[config.mk]
export PLATFORM = sky130hd
export DESIGN_NAME = result_drain
export DESIGN_NICKNAME = d
export VERILOG_FILES = /design/src/rtl/result_drain.sv
export SDC_FILE = /design/constraint.sdc
export NUM_CORES = 1
export LEC_CHECK = 0
export CORE_UTILIZATION = 50
export DETAILED_ROUTE_END_ITERATION = 12
export GPL_TIMING_DRIVEN = 0
export PLACE_DENSITY = 0.94
export SLEW_MARGIN = 25
export SYNTH_ARGS = -nofsm -noshare
export SYNTH_HDL_FRONTEND = slang
export SYNTH_SLANG_ARGS = --single-unit
[constraint.sdc]
create_clock -name i_clock -period 5.7 [get_ports i_clock]
set_input_delay 1.14 -clock i_clock [delete_from_list [all_inputs] [get_ports i_clock]]
set_output_delay 1.14 -clock i_clock [all_outputs]
set_load 0.1 [all_outputs]
[src/rtl/result_drain.sv]
// Drains result words from the FIFO into SRAM, two bus words per result; optional RESULT_DRAIN_CHECKSUM_EN adds an XOR trailer.
// Latency: start->rdreq 1 cycle, 4 cycles per result word; done one cycle after the terminating FETCH.
// Backpressure: waitrequest holds write/address/data/byteenable and adds exactly one cycle per stalled cycle.
module result_drain #(
    parameter int ADDR_WIDTH = 20,
    parameter int DATA_WIDTH = 16,
    parameter int BE_WIDTH   = DATA_WIDTH / 8,
    parameter int RTF_WIDTH  = 24,
    parameter int CNT_WIDTH  = 16
) (
    input  logic                  i_clock,
    input  logic                  i_reset,
    input  logic                  i_start,
    input  logic                  i_flush,
    input  logic [ADDR_WIDTH-1:0] i_base_addr,
    input  logic [CNT_WIDTH-1:0]  i_max_words,
    output logic                  o_rfifo_rdreq,
    input  logic [RTF_WIDTH-1:0]  i_rfifo_dataq,
    input  logic                  i_rfifo_rdempty,
    output logic [ADDR_WIDTH-1:0] o_address,
    output logic [BE_WIDTH-1:0]   o_byteenable,
    output logic                  o_write,
    output logic [DATA_WIDTH-1:0] o_writedata,
    input  logic                  i_waitrequest,
    output logic                  o_busy,
    output logic                  o_done,
    output logic                  o_overflow,
`ifdef RESULT_DRAIN_CHECKSUM_EN
    output logic [RTF_WIDTH-1:0]  o_checksum,
`endif
    output logic [CNT_WIDTH-1:0]  o_word_count
);

    localparam int HI_BYTES = (RTF_WIDTH - DATA_WIDTH + 7) / 8;
    localparam logic [BE_WIDTH-1:0] BE_ALL = '1;
    localparam logic [BE_WIDTH-1:0] BE_HI  = BE_ALL >> (BE_WIDTH - HI_BYTES);

    typedef enum logic [2:0] {
        S_IDLE,
        S_FETCH,
        S_LATCH,
        S_WR_LO,
        S_WR_HI,
        S_FIN
`ifdef RESULT_DRAIN_CHECKSUM_EN
        , S_TRL_LO
        , S_TRL_HI
`endif
    } state_t;

`ifdef RESULT_DRAIN_CHECKSUM_EN
    localparam state_t S_TERM = S_TRL_LO;
`else
    localparam state_t S_TERM = S_FIN;
`endif

    state_t                  r_state;
    state_t                  w_next;
    logic [ADDR_WIDTH-1:0]   r_addr;
    logic [CNT_WIDTH-1:0]    r_limit;
    logic [CNT_WIDTH-1:0]    r_count;
    logic                    r_overflow;
    logic [RTF_WIDTH-1:0]    r_hold;
    logic [2*DATA_WIDTH-1:0] w_hold_ext;
    logic                    w_start_acc;
    logic                    w_at_limit;
    logic                    w_wr_acc;

    assign w_start_acc = i_start && (r_state == S_IDLE || r_state == S_FIN);
    assign w_at_limit  = (r_count == r_limit);
    assign w_wr_acc    = o_write && !i_waitrequest;
    assign w_hold_ext  = (2*DATA_WIDTH)'(r_hold);

`ifdef RESULT_DRAIN_CHECKSUM_EN
    logic [RTF_WIDTH-1:0]    r_checksum;
    logic [2*DATA_WIDTH-1:0] w_sum_ext;
    assign w_sum_ext  = (2*DATA_WIDTH)'(r_checksum);
    assign o_checksum = r_checksum;
`endif

    always_ff @(posedge i_clock) begin
        if (i_reset) begin
            r_state <= S_IDLE;
        end else begin
            r_state <= w_next;
        end
    end

    always_comb begin
        w_next = r_state;
        unique case (r_state)
            S_IDLE, S_FIN: if (i_start) w_next = S_FETCH;
            S_FETCH: begin
                if (w_at_limit)            w_next = S_TERM;
                else if (!i_rfifo_rdempty) w_next = S_LATCH;
                else if (i_flush)          w_next = S_TERM;
            end
            S_LATCH:  w_next = S_WR_LO;
            S_WR_LO:  if (w_wr_acc) w_next = S_WR_HI;
            S_WR_HI:  if (w_wr_acc) w_next = S_FETCH;
`ifdef RESULT_DRAIN_CHECKSUM_EN
            S_TRL_LO: if (w_wr_acc) w_next = S_TRL_HI;
            S_TRL_HI: if (w_wr_acc) w_next = S_FIN;
`endif
            default:  w_next = S_IDLE;
        endcase
    end

    // Bus outputs decode straight from state so a stall holds them with no extra registers.
    always_comb begin
        o_rfifo_rdreq = 1'b0;
        o_write       = 1'b0;
        o_writedata   = '0;
        o_byteenable  = '0;
        o_busy        = 1'b0;
        o_done        = 1'b0;
        unique case (r_state)
            S_FETCH: begin
                o_busy        = 1'b1;
                o_rfifo_rdreq = !w_at_limit && !i_rfifo_rdempty;
            end
            S_LATCH: o_busy = 1'b1;
            S_WR_LO: begin
                o_busy       = 1'b1;
                o_write      = 1'b1;
                o_writedata  = w_hold_ext[DATA_WIDTH-1:0];
                o_byteenable = BE_ALL;
            end
            S_WR_HI: begin
                o_busy       = 1'b1;
                o_write      = 1'b1;
                o_writedata  = w_hold_ext[2*DATA_WIDTH-1:DATA_WIDTH];
                o_byteenable = BE_HI;
            end
`ifdef RESULT_DRAIN_CHECKSUM_EN
            S_TRL_LO: begin
                o_busy       = 1'b1;
                o_write      = 1'b1;
                o_writedata  = w_sum_ext[DATA_WIDTH-1:0];
                o_byteenable = BE_ALL;
            end
            S_TRL_HI: begin
                o_busy       = 1'b1;
                o_write      = 1'b1;
                o_writedata  = w_sum_ext[2*DATA_WIDTH-1:DATA_WIDTH];
                o_byteenable = BE_HI;
            end
`endif
            S_FIN:   o_done = 1'b1;
            default: ;
        endcase
    end

    always_ff @(posedge i_clock) begin
        if (i_reset) begin
            r_addr     <= '0;
            r_limit    <= '0;
            r_count    <= '0;
            r_overflow <= 1'b0;
            r_hold     <= '0;
`ifdef RESULT_DRAIN_CHECKSUM_EN
            r_checksum <= '0;
`endif
        end else begin
            if (w_start_acc) begin
                r_addr     <= i_base_addr;
                r_limit    <= i_max_words;
                r_count    <= '0;
                r_overflow <= 1'b0;
`ifdef RESULT_DRAIN_CHECKSUM_EN
                r_checksum <= '0;
`endif
            end
            if (r_state == S_FETCH && w_at_limit) begin
                r_overflow <= !i_rfifo_rdempty;
            end
            if (r_state == S_LATCH) begin
                r_hold     <= i_rfifo_dataq;
`ifdef RESULT_DRAIN_CHECKSUM_EN
                r_checksum <= r_checksum ^ i_rfifo_dataq;
`endif
            end
            // Address wraps modulo 2^ADDR_WIDTH by design.
            if (w_wr_acc) begin
                r_addr <= r_addr + ADDR_WIDTH'(1);
            end
            if (w_wr_acc && r_state == S_WR_HI) begin
                r_count <= r_count + CNT_WIDTH'(1);
            end
        end
    end

    assign o_address    = r_addr;
    assign o_overflow   = r_overflow;
    assign o_word_count = r_count;

endmodule

==> results of run 1 <==
critical path, delay by kind of cell:
kind	cells	cell delay, ns
simple gates	1	0.49
buf+inv	2	1.75
state kept, by name, indices dropped and copies added (netlist names):
register / count
r_state: 3
r_limit: 16
r_hold: 24
o_address: 20
o_word_count: 16
o_overflow: 1
per-stage QoR:
stage,area (µm²),util [%],total power [µW]
3_5_place_dp,5330,68.9,1310
2_1_floorplan,3980,-,1130
3_3_place_gp,5330,68.9,1290
4_1_cts,5580,72.2,1820
5_1_grt,5580,72.2,1890
6_report,5580,72.2,1830
worst max path at each step:
stage	to	slack (ns)	cells after the start
floorplan	o_rfifo_rdreq	0.26	5
global placement	o_rfifo_rdreq	1.26	3
detailed placement	o_rfifo_rdreq	1.22	3
CTS	o_rfifo_rdreq	1.22	3
global route	o_rfifo_rdreq	1.15	3
finish	o_rfifo_rdreq	1.17	3
cell families (layout without fill, tap and decap cells):
kind of cell / count (synthesis) / after routing / synth area share, %
adders and majority gates: 2 / 2 / 0.629
AOI/OAI and AO/OA: 121 / 121 / 20.0
DFF: 80 / 80 / 40.3
and+or+nand+nor: 220 / 220 / 26.7
xor gates and xnor gates: 21 / 21 / 4.63
buffers and inverters: 45 / 183 / 6.07
muxes: 6 / 6 / 1.67
area by class of cell:
class | instances | area, µm² | share of cell area, %
clock buffers | 10 | 138 | 2.47
flip-flops and latches | 80 | 1600 | 28.7
multi-input cells | 370 | 2130 | 38.2
plain buffers | 35 | 204 | 3.66
inverters | 10 | 37.5 | 0.673
clock inverters | 6 | 116 | 2.09
well taps | 102 | 128 | 2.29
repair buffers | 122 | 1220 | 21.9
routing by layer:
metal / GRT usage (%) / vias to the layer above / wire length [µm]
met5: 0 / - / 0
met3: 4.61 / 47 / 923
met1: 34.3 / 2006 / 4740
met2: 51.2 / 232 / 6010
met4: 17.7 / 0 / 522
li1: - / 2010 / -
cell usage in the layout, fill, tap and decap left out, drive strengths merged, types with 3 or more instances in the layout:
master         netlist  layout
a22oi                3       3
a21oi               62      62
nor3                11      11
a2bb2oi              4       4
clkinv               0       3
clkdlybuf4s50        0     122
or3b                 3       3
clkbuf              20      30
nor4                 6       6
dfxtp               80      80
o21ai               11      11
and3                 6       6
xnor2               20      20
and2                12      12
a211oi               4       4
mux2                 5       5
inv                 10      10
nand2              104     104
a22o                 9       9
buf                 14      14
a2111oi              7       7
nand4               12      12
a31oi                8       8
or2                  3       3
bufinv               0       3
nand3b               4       4
nor2                26      26
nand3               21      21
where the power goes:
part	internal, µW	switching (µW)	leakage (µW)
combinational	193	447	0.00113
sequential	614	56.9	0.000651
clock	305	214	0.000127
total	1110	718	0.00190
==> flow_metrics.env, run 1 <==
export IMPL_rows=32
export IMPL_port_buffers=122
export IMPL_status="finished clean"
export IMPL_r2r_setup_slack_ns=3.28
export IMPL_holdBufCountCts=0
export IMPL_yosys_top_cells_count="nand2_1 (103), dfxtp_1 (80), a21oi_1 (61)"
export IMPL_async_reset_ff_share_pct=0
export IMPL_finalSetupViolations=0
export IMPL_fmax_mhz=221
export IMPL_core_um2=7730
export IMPL_yosysTopAreaCell="dfxtp_1"
export IMPL_crit_path_frequent_cell="clkdlybuf4s50_1"
export IMPL_synth_cells=495
export IMPL_syn_to_final_growth_pct=40.3
export IMPL_clockRootBuffer="clkbuf_8"
export IMPL_cts_htree_levels=3
export IMPL_io_pin_count=125
export IMPL_slew_viol_final=0
export IMPL_slowest_delay_ns=1.25
export IMPL_cts_setup_buffers=0
export IMPL_synth_edf_count=0
export IMPL_cp_slowest_cell="clkdlybuf4s50_1"
export IMPL_p_leak_uw=0.00190
export IMPL_whs_ns=0.463
export IMPL_r2r_end="o_address[0]"
export IMPL_drc_errors=0
export IMPL_hold_path_class="reg2reg"
export IMPL_cts_sinks=80
export IMPL_antenna_found_initial=0
export IMPL_rsz0062_at_grt="false"
export IMPL_vias=4295
export IMPL_yosysWarnings=0
export IMPL_clk_pin_slew_ns=0.08
export IMPL_drt_iter0_markers=346
export IMPL_dp_hpwl_mm=8.89
export IMPL_cp_startpoint="i_rfifo_rdempty"
export IMPL_syn_nets=563
export IMPL_cts_buffers=9
export IMPL_grt_pass1_wl_mm=19.7
export IMPL_synth_area_leaders="dfxtp_1 (40%), nand2_1 (9.7%), a21oi_1 (7.7%)"
export IMPL_crit_type="in2out"
export IMPL_wl_per_cell_um=16.6
export IMPL_cts_resized=0
export IMPL_drtAntennaViolNets=0
export IMPL_initial_core_util_pct=51.5
export IMPL_whs_endpoint="r_hold[8]"
export IMPL_synthFlopType="dfxtp_1"
export IMPL_tightest_slew_ns=1.02
export IMPL_arrival_ns=3.39
export IMPL_r2r_start="r_state[2]"
export IMPL_cts_buffer_depth=2
export IMPL_synth_distinct_cells=57
export IMPL_routed_wl_mm=12.2
export IMPL_dieHeight_um=91.2
export IMPL_peakVddDrop_mv=0.257
export IMPL_r2r_cells=7
export IMPL_powerDensity_nw_per_um2=328
export IMPL_final_cells=735
export IMPL_grt_usage_pct=29.6
export IMPL_drt_pass1_iter_count=7
export IMPL_finalSetupTns_ns=0
export IMPL_tritoncts="done"
export IMPL_fin_crit_ns=4.53
export IMPL_crit_fanout=4
export IMPL_diodes=0
export IMPL_hold_start="r_hold[8]"
export IMPL_holdPathStages=2
export IMPL_required_ns=4.56
export IMPL_grt_pass1_vias=4208
export IMPL_yosysSeqAreaShare_pct=40.3
export IMPL_dieArea_um2=8310
export IMPL_synth_cell_area_um2=3980
export IMPL_gp_congestion=0.892
export IMPL_viasPerCell=5.84
export IMPL_synth_seq_cells=80
export IMPL_yosysMostFrequentCell="nand2_1"
export IMPL_fp_dieW_um=91.2
export IMPL_cp_cell_sequence="clkdlybuf4s50_1 -> nor4_1 -> clkdlybuf4s50_1"
export IMPL_nNetsFinal=696
export IMPL_setup_ws_ns=1.17
export IMPL_overflow=0
export IMPL_placedCellCount=719
export IMPL_drive_above_1_share_pct=6.48
export IMPL_synth_top_cell_area_share_pct=40.3
export IMPL_drv_cap=0
export IMPL_insertion_delay_ns=0.36
export IMPL_avgSynthCellArea_um2=8.03
export IMPL_max_slew_margin_pct=32.1
export IMPL_grt_max_degree=15
export IMPL_hold_viol=0
export IMPL_critPathLaunchType="input pin"
export IMPL_n_fill_cell=583
export IMPL_endpoint_kind="output pin"
export IMPL_period_share_pct=79.5
export IMPL_preCtsSetupSlack_ns=1.22
export IMPL_fin_skew_ns=0.00710
Power figures use the tool's default switching activity.
==> inputs of run 2 (changes only) <==
- CORE_UTILIZATION: 50 -> 47
- PLACE_DENSITY: 0.94 -> 0.9
- clock period: 5.7 -> 4.4 ns (I/O delays scaled with it)
==> run 2 against run 1 <==
Net effect:
- utilization shrank 4.5 points
- highest routed layer unchanged
- critical path depth rose by 2
- clock power is 20% higher
- largest cell class unchanged
- critical path type is now reg2out
==> flow_metrics.env, run 2 (synthesis results as in run 1) <==
export IMPL_gp_congestion=0.896
export IMPL_p_leak_uw=0.00189
export IMPL_clockRootBuffer="clkbuf_8"
export IMPL_wl_per_cell_um=16.0
export IMPL_drive_above_1_share_pct=6.64
export IMPL_finalSetupTns_ns=0
export IMPL_fmax_mhz=247
export IMPL_overflow=0
export IMPL_setup_ws_ns=0.358
export IMPL_grt_max_degree=15
export IMPL_critPathLaunchType="flop"
export IMPL_status="finished clean"
export IMPL_cts_buffers=9
export IMPL_grt_usage_pct=27.5
export IMPL_whs_endpoint="r_hold[13]"
export IMPL_fin_skew_ns=0.00905
export IMPL_grt_pass1_vias=3853
export IMPL_antenna_found_initial=0
export IMPL_peakVddDrop_mv=0.314
export IMPL_cts_buffer_depth=2
export IMPL_slowest_delay_ns=1.03
export IMPL_max_slew_margin_pct=28.2
export IMPL_clk_pin_slew_ns=0.09
export IMPL_drtAntennaViolNets=0
export IMPL_r2r_setup_slack_ns=1.92
export IMPL_vias=4202
export IMPL_preCtsSetupSlack_ns=0.563
export IMPL_endpoint_kind="output pin"
export IMPL_drc_errors=0
export IMPL_cts_setup_buffers=0
export IMPL_drt_pass1_iter_count=5
export IMPL_largest_reg_flops=24
export IMPL_placedCellCount=722
export IMPL_mostFrequentLayoutCell="clkdlybuf4s50_1"
export IMPL_cp_slowest_cell="clkdlybuf4s50_1"
export IMPL_dieHeight_um=94.0
export IMPL_drv_cap=0
export IMPL_r2r_cells=8
export IMPL_drt_iter0_markers=268
export IMPL_dieArea_um2=8830
export IMPL_cts_htree_levels=3
export IMPL_cp_cell_sequence="xnor2_1 -> nand4_1 -> nor4_1 -> nor4_2 -> clkdlybuf4s50_1"
export IMPL_cts_sinks=80
export IMPL_cts_resized=0
export IMPL_period_share_pct=91.9
export IMPL_diodes=0
export IMPL_holdBufCountCts=0
export IMPL_crit_type="reg2out"
export IMPL_required_ns=3.52
export IMPL_final_cell_mix="clkdlybuf4s50_1 (122), nand2_1 (103), dfxtp_1 (80)"
export IMPL_arrival_ns=3.16
export IMPL_insertion_delay_ns=0.36
export IMPL_powerDensity_nw_per_um2=417
export IMPL_fp_dieW_um=94.0
export IMPL_hold_viol=0
export IMPL_finalSetupViolations=0
export IMPL_syn_to_final_growth_pct=40.0
export IMPL_finalPower_uw=2320
export IMPL_io_pin_count=125
export IMPL_largest_register="r_hold"
export IMPL_nNetsFinal=696
export IMPL_finalCoreUtilization_pct=67.7
export IMPL_final_cells=738
export IMPL_dp_hpwl_mm=8.77
export IMPL_viasPerCell=5.69
export IMPL_routed_wl_mm=11.8
export IMPL_port_buffers=122
export IMPL_r2r_start="r_state[1]"
export IMPL_grt_pass1_wl_mm=18.6
export IMPL_fin_crit_ns=4.04
export IMPL_rows=33
export IMPL_tightest_slew_ns=1.07
export IMPL_initial_core_util_pct=48.4
export IMPL_hold_path_class="reg2reg"
export IMPL_r2r_end="r_limit[15]"
export IMPL_crit_fanout=7
export IMPL_tritoncts="done"
export IMPL_hold_start="r_hold[13]"
export IMPL_slew_viol_final=0
export IMPL_holdPathStages=2
export IMPL_rsz0062_at_grt="false"
export IMPL_core_um2=8220
==> run 2: worst max path at each step <==
stage | endpoint | start | cells past startpoint | slack (ns)
final | o_rfifo_rdreq | o_word_count[12] | 5 | 0.36
after global routing | o_writedata[13] | r_state[0] | 5 | 0.19
after CTS | o_writedata[14] | r_state[0] | 5 | 0.36
after detailed placement | o_rfifo_rdreq | i_rfifo_rdempty | 3 | 0.56
after global placement | o_rfifo_rdreq | i_rfifo_rdempty | 3 | 0.56
after floorplan | o_rfifo_rdreq | o_word_count[3] | 5 | 0.44
==> run 2: critical path, delay by kind of cell, from the launching register on <==
kind / cells / cell delay (ns)
buf+inv: 1 / 1.03
flops: 1 / 0.49
simple gates: 3 / 1.12
xor+xnor: 1 / 0.16
==> run 2: layout make-up <==
type                       count  area (µm²)
buffer                        35         204
timing repair buffer         122        1220
tap                          105         131
clock buffer                  10         138
fill                         676        2650
clock inverter                 6        92.6
inverter                      10        37.5
multi-input combinational    370        2140
sequential                    80        1600
==> run 2: where the power goes <==
| group | switching, µW | internal (µW) |
|---|---|---|
| Clock | 286 | 337 |
| Combinational | 580 | 250 |
| Sequential | 71.6 | 795 |
==> run 2: stage by stage <==
step,hold WS [ns],area (µm²)
after floorplan,0.432,3980
after global placement,0.438,5340
after detailed placement,0.444,5340
after CTS,0.455,5570
after global routing,0.481,5570
final,0.453,5570
==> run 2: routing by layer <==
metal | track usage [%] | part of all wire, %
met1 | 33.6 | 41
met2 | 46.7 | 51
met3 | 5.18 | 6.3
met4 | 12.4 | 1.9
met5 | 0 | 0
